File: src/rtl/multicycle_ctrl.sv
// Multi-cycle control FSM for the mini crypto processor: sequences fetch/decode/execute,
// waits on memory and crypto-unit handshakes under a watchdog, and counts retired instructions.
module multicycle_ctrl #(
  parameter int unsigned    OPW      = 4,
  parameter logic [OPW-1:0] OP_LOAD  = OPW'('h3),
  parameter logic [OPW-1:0] OP_STORE = OPW'('h4),
  parameter logic [OPW-1:0] OP_XOP   = OPW'('h8),
  parameter logic [OPW-1:0] OP_HALT  = OPW'('hF),
  parameter int unsigned    TMO      = 16,
  parameter int unsigned    CNTW     = 16
) (
  input  logic            clk,
  input  logic            reset,
  input  logic [OPW-1:0]  opcode,
  input  logic            mem_ready,
  input  logic            alu_done,
  output logic            reg_write,
  output logic            mem_read,
  output logic            mem_write,
  output logic            alu_enable,
  output logic            alu_start,
  output logic            pc_enable,
  output logic            halt,
  output logic            error,
  output logic [2:0]      state,
  output logic [CNTW-1:0] retired
);

  // Watchdog counter only needs to reach TMO-1.
  localparam int unsigned    WW   = (TMO > 2) ? $clog2(TMO) : 1;
  localparam logic [WW-1:0] WLIM = WW'((TMO == 0) ? 0 : TMO - 1);

  typedef enum logic [2:0] {
    StFetch     = 3'd0,
    StDecode    = 3'd1,
    StExecute   = 3'd2,
    StMem       = 3'd3,
    StWriteback = 3'd4,
    StHalt      = 3'd5,
    StError     = 3'd6,
    StXwait     = 3'd7
  } state_e;

  state_e         state_q;
  logic [OPW-1:0] op_q;
  logic [WW-1:0]  wdog_q;
  logic [CNTW-1:0] retired_q;

  logic op_is_mem;
  logic op_is_xop;
  logic op_is_halt;
  logic wdog_expired;

  assign op_is_mem    = (op_q == OP_LOAD) || (op_q == OP_STORE);
  assign op_is_xop    = (op_q == OP_XOP);
  assign op_is_halt   = (op_q == OP_HALT);
  assign wdog_expired = (TMO != 0) && (wdog_q == WLIM);

  always_ff @(posedge clk) begin
    if (reset) begin
      state_q   <= StFetch;
      op_q      <= '0;
      wdog_q    <= '0;
      retired_q <= '0;
    end else begin
      case (state_q)
        StFetch:  state_q <= StDecode;
        StDecode: begin
          op_q    <= opcode;
          state_q <= StExecute;
        end
        StExecute: begin
          wdog_q <= '0;
          if (op_is_mem)       state_q <= StMem;
          else if (op_is_xop)  state_q <= StXwait;
          else if (op_is_halt) state_q <= StHalt;
          else                 state_q <= StWriteback;
        end
        // Handshake is checked first so it wins against a simultaneous expiry.
        StMem: begin
          if (mem_ready)         state_q <= StWriteback;
          else if (wdog_expired) state_q <= StError;
          else                   wdog_q  <= wdog_q + WW'(1);
        end
        StXwait: begin
          if (alu_done)          state_q <= StWriteback;
          else if (wdog_expired) state_q <= StError;
          else                   wdog_q  <= wdog_q + WW'(1);
        end
        StWriteback: begin
          retired_q <= retired_q + CNTW'(1);
          state_q   <= StFetch;
        end
        StHalt:  state_q <= StHalt;
        StError: state_q <= StError;
        default: state_q <= StFetch;
      endcase
    end
  end

  assign pc_enable  = (state_q == StFetch);
  assign alu_enable = (state_q == StExecute) && !op_is_mem && !op_is_xop && !op_is_halt;
  assign alu_start  = (state_q == StExecute) && op_is_xop;
  assign mem_read   = (state_q == StMem) && (op_q == OP_LOAD);
  assign mem_write  = (state_q == StMem) && (op_q == OP_STORE);
  assign reg_write  = (state_q == StWriteback) && (op_q != OP_STORE);
  assign halt       = (state_q == StHalt);
  assign error      = (state_q == StError);
  assign state      = state_q;
  assign retired    = retired_q;

endmodule
File: config.mk
export PLATFORM = sky130hd
export DESIGN_NAME = multicycle_ctrl
export DESIGN_NICKNAME = d
export VERILOG_FILES = /design/src/rtl/multicycle_ctrl.sv
export SDC_FILE = /design/constraint.sdc
export NUM_CORES = 1
export LEC_CHECK = 0
export ABC_AREA = 0
export BUFFER_PORTS_ARGS = -buffer_cell sky130_fd_sc_hd__buf_2
export CAP_MARGIN = 10
export CELL_PAD_IN_SITES_DETAIL_PLACEMENT = 0
export CELL_PAD_IN_SITES_GLOBAL_PLACEMENT = 1
export CORE_MARGIN = 2
export CORE_UTILIZATION = 40
export CTS_CLUSTER_DIAMETER = 200
export DETAILED_ROUTE_END_ITERATION = 10
export HOLD_SLACK_MARGIN = 0.03
export PLACE_DENSITY = 0.81
export SETUP_SLACK_MARGIN = 0.05
export SLEW_MARGIN = 20
export SYNTH_ARGS = -nofsm -noshare
export SYNTH_HDL_FRONTEND = slang
export SYNTH_SLANG_ARGS = --single-unit
File: constraint.sdc
create_clock -name clk -period 3.36 [get_ports clk]
set_input_delay 0.336 -clock clk [delete_from_list [all_inputs] [get_ports clk]]
set_output_delay 0.336 -clock clk [all_outputs]
set_load 0.01 [all_outputs]
* Yosys cells after proc, flatten, opt, wreduce, memory -nomap -nowiden *
Cells that the tools add are included.

word-level totals
  flip-flop bits (word level) = 27
  bits of input ports = 8
  output and inout bits = 27
  logic and storage cells = 46

operators by class
  add/subtract/negate cells = 2
  equality and inequality tests = 15
  multiplexer cells = 11
  reduce and logical (&&, ||, !) cells = 14

operators with widths
  operator                                                               count
  3-bit case mux with 8 select lines                                     1
  16-bit by 1-bit adder with 16-bit output, second input constant        1
  3-bit equality test, second input constant                             4
  4-bit equality test, second input constant                             3
  3-bit 2-to-1 mux                                                       4
  4-bit 2-to-1 mux                                                       3
  4-bit case mux with 3 select lines                                     1
  1-bit logical AND                                                      7
  3-bit by 2-bit equality test with 1-bit output, second input constant  2
  4-bit by 1-bit adder with 4-bit output, second input constant          1
  4-bit by 2-bit equality test with 1-bit output, second input constant  1
  4-bit by 3-bit equality test with 1-bit output, second input constant  1
  2-bit != test, second input constant                                   2
  4-bit by 3-bit != test with 1-bit output, second input constant        1
  3-bit by 1-bit equality test with 1-bit output, second input constant  1
  1-bit logical NOT                                                      3
  3-bit logical NOT                                                      1
  3-bit AND reduction                                                    1
  3-bit nonzero test                                                     1
  2-bit 2-to-1 mux                                                       1
  1-bit logical OR                                                       1
  1-bit 2-to-1 mux                                                       1

* Logic depth before layout (Yosys ltp) *
  word-level depth = 6
  mapped depth = 5
  depth with buffers taken out = 5

* Least setup slack after synthesis *
OpenSTA, ideal clock, no wires.

  kind = register to output
  from = reg state_q[0], in the netlist state[0]
  to = out mem_read
  arrival time = 1.423 ns
  required time = 3.024 ns
  setup slack = 1.601 ns
  cell stages (with the launch flop) = 5
  buffers on the path = 1
  cells stage by stage = dfxtp_1 -> clkbuf_1 -> nand2b_1 -> or3_1 -> nor2_1

on the way
  word-level cells in the longest chain between the ends = 2

ends and longest elaborated chain
  what                                            RTL line  text
  from (decl)                                     44        state_e state_q;
  from (signal assigned)                          61        state_q <= StFetch;
  from (signal assigned)                          67        StFetch: state_q <= StDecode;
  from (signal assigned)                          70        state_q <= StExecute;
  3-bit by 2-bit equality test with 1-bit output  104       assign mem_read = (state_q == StMem) && (op_q == OP_LOAD);
  1-bit logical AND                               104
  to (decl)                                       18        output logic mem_read,

Every way passes these cells.

* Worst setup path after layout *
  from = reg state_q[1], in the netlist state[1]
  to = out mem_read

Same word-level chain as after synthesis.

==> results_dict.tcl <==
set metrics [dict create \
    grt_pass1_vias 1205 \
    drtPass1Iterations 4 \
    worstPathRequired_ns 3.02 \
    final.period_utilization 0.677 \
    maxCapViolations 0 \
    yosys.area.top_type "dfxtp_1" \
    routedWlPerCell_um 12.4 \
    p_leak_nw 0.685 \
    crit_chain "inv_1, or3_1, nor2_1, buf_2" \
    fmax_ghz 0.439 \
    port_buffers 34 \
    hold_class "in2reg" \
    setup_violations 0 \
    cts_tree "done" \
    switchingPower_mw 0.163 \
    synth_edf_count 0 \
    setup.worst_path.class "reg2out" \
    vias 1276 \
    antenna_found_initial 0 \
    synth.net_count 174 \
    synthArstFlopShare 0 \
    status "completed" \
    drc 0 \
    die_h_um 62.4 \
    syn_area_um2 1370 \
    fin_total_pwr_mw 0.570 \
    cts_root_buffer "clkbuf_4" \
    cp_slowest_cell "dfxtp_1" \
    p_clk_frac 0.257 \
    crit_arrival_ns 1.94 \
    crit_path_start_kind "register" \
    dp_slack_ns 1.45 \
    htreeDepth 1 \
    hpwl_um 2210 \
    numCtsBuffers 3 \
    synth_most_common_cell "dfxtp_1" \
    insertion_delay_ns 0.33 \
    die-area_um2 3900 \
    yosysWarnings 0 \
    fin_crit_ns 2.28 \
    cts_buffer_depth 2 \
    power_frac_seq 0.613 \
    numClockSinks 27 \
    drt_iter0_drc 63 \
    crit_path_end_kind "primary output" \
    clock_skew_ns 0.00245 \
    n_antenna_cell 0 \
    yosysTopAreaCellShare 0.396 \
    wirelength_um 3000 \
    drive_gt1_frac 0.219 \
    slew_headroom 0.661 \
    cts.clk_slew.worst_paths_ns 0.15 \
    worst_pin_slew_ns 0.509 \
    synth_commonest_cells "27 x dfxtp_1, 18 x nor2_1, 13 x nand2_1, 13 x o21ai_0, 12 x a21oi_1" \
    internal_power_mw 0.407 \
    ctsResizeCount 0 \
    boundaryPins 35 \
    grt_pass1_wl_um 5160 \
    start_util 0.413 \
    synthCells 164 \
    peakVddDrop_mv 0.137 \
    critPathMaxFanout 16 \
    grt_max_degree 27 \
    synth_area_leaders "dfxtp_1 40%, xor2_1 5.1%, nor2_1 4.9%" \
    gp_congestion 0.767 \
    fp-row-count 21 \
    coreArea_um2 3310 \
    ant_nets 0 \
    setup_ws_ns 1.08 \
    postCtsHoldBufs 0 \
    fin_tns_setup_ns 0 \
    slew_violations 0 \
    syn_area_per_cell_um2 8.33 \
    swShare 0.286 \
    power.density_nw_per_um2 356 \
    via_per_inst 5.27 \
    synth-seq-cells 27 \
    area_delta_synth_final_pct 17.2 \
    cts_setup_buffers 0 \
    synth_cell_types 36 \
    die_w_um 62.4 \
    nets 207 \
    yosysSeqAreaShare 0.396 \
    rsz0062_at_grt "false" \
    grt_overflow 0 \
    hold_viol_final 0 \
    critical-path-max-stage-delay_ns 0.67 \
    synth-main-ff-cell "dfxtp_1" \
    power_frac_comb 0.129 \
    grtUsageTotal 0.159 \
]
[flip-flops by register name, indices dropped and copies added, names as in the netlist]
| register | flops |
|---|---|
| retired | 16 |
| wdog_q | 4 |
| op_q | 4 |
| state | 3 |
[final timing paths]
path / from / endpoint / slack, ns / cells past startpoint
setup / recovery: state[1] / mem_read / 1.08 / 4
hold / removal: opcode[1] / op_q[1] / 0.22 / 3
setup reg to reg: state[2] / retired[15] / 1.42 / 4
hold reg to reg: wdog_q[1] / wdog_q[1] / 0.50 / 2
[cells by family (layout without fill, tap and decap cells)]
group | Yosys count | count (layout) | synth area share
flip-flops | 27 | 27 | 0.396
adder cells (fa/ha/maj) | 2 | 2 | 0.0183
XOR/XNOR | 11 | 11 | 0.0705
AO/OA/AOI/OAI | 35 | 35 | 0.147
multiplexers | 5 | 5 | 0.0366
AND/OR/NAND/NOR | 74 | 74 | 0.305
buffers and inverters | 10 | 42 | 0.0275
[routing by layer]
layer  wire (um)  vias to the layer above  GRT usage
li1            -                      662          -
met1        1380                      591      0.195
met2        1500                       19      0.286
met3          95                        4     0.0324
met4          26                        0     0.0333
met5           0                        -          0
[critical path: cells and delay by family, from the launching register on]
family,cells,cell delay [ns]
and+or+nand+nor,2,0.54
DFF,1,0.67
buffers and inverters,2,0.40
[area by class of cell]
class	instances	area [um^2]
fillers	370	1710
clock inverters	1	7.51
well taps	46	57.6
multi-input cells	127	788
inverters	4	15.0
flip-flops and latches	27	541
repair buffers	34	170
clock buffers	3	22.5
[per-stage QoR]
stage | util | instance area, um^2 | instances | hold WS [ns]
after detailed placement | 0.475 | 1570 | 238 | 0.478
after floorplan | - | 1370 | 164 | 0.450
after global routing | 0.484 | 1600 | 242 | 0.218
after CTS | 0.484 | 1600 | 242 | 0.217
final | 0.484 | 1600 | 242 | 0.224
after global placement | 0.475 | 1570 | 238 | 0.463
[layout by cell type, fill, tap and decap left out, drive strengths merged, types with 4 or more instances in the layout]
cell type,instances
a21oi,12
buf,34
nand3,5
nand2,13
mux2i,5
nand4,5
nor2,18
or3,10
xor2,8
dfxtp,27
and3,5
inv,4
o21ai,13
nor3,4
[power by group through the flow]
stage	combinational [mW]	clock (mW)	sequential [mW]
detailed placement	0.0736	0	0.356
global placement	0.0738	0	0.355
finish	0.0735	0.147	0.350
CTS	0.0743	0.154	0.349
global route	0.0829	0.169	0.353
floorplan	0.0580	0	0.348
(Power assumes the default switching activity.)
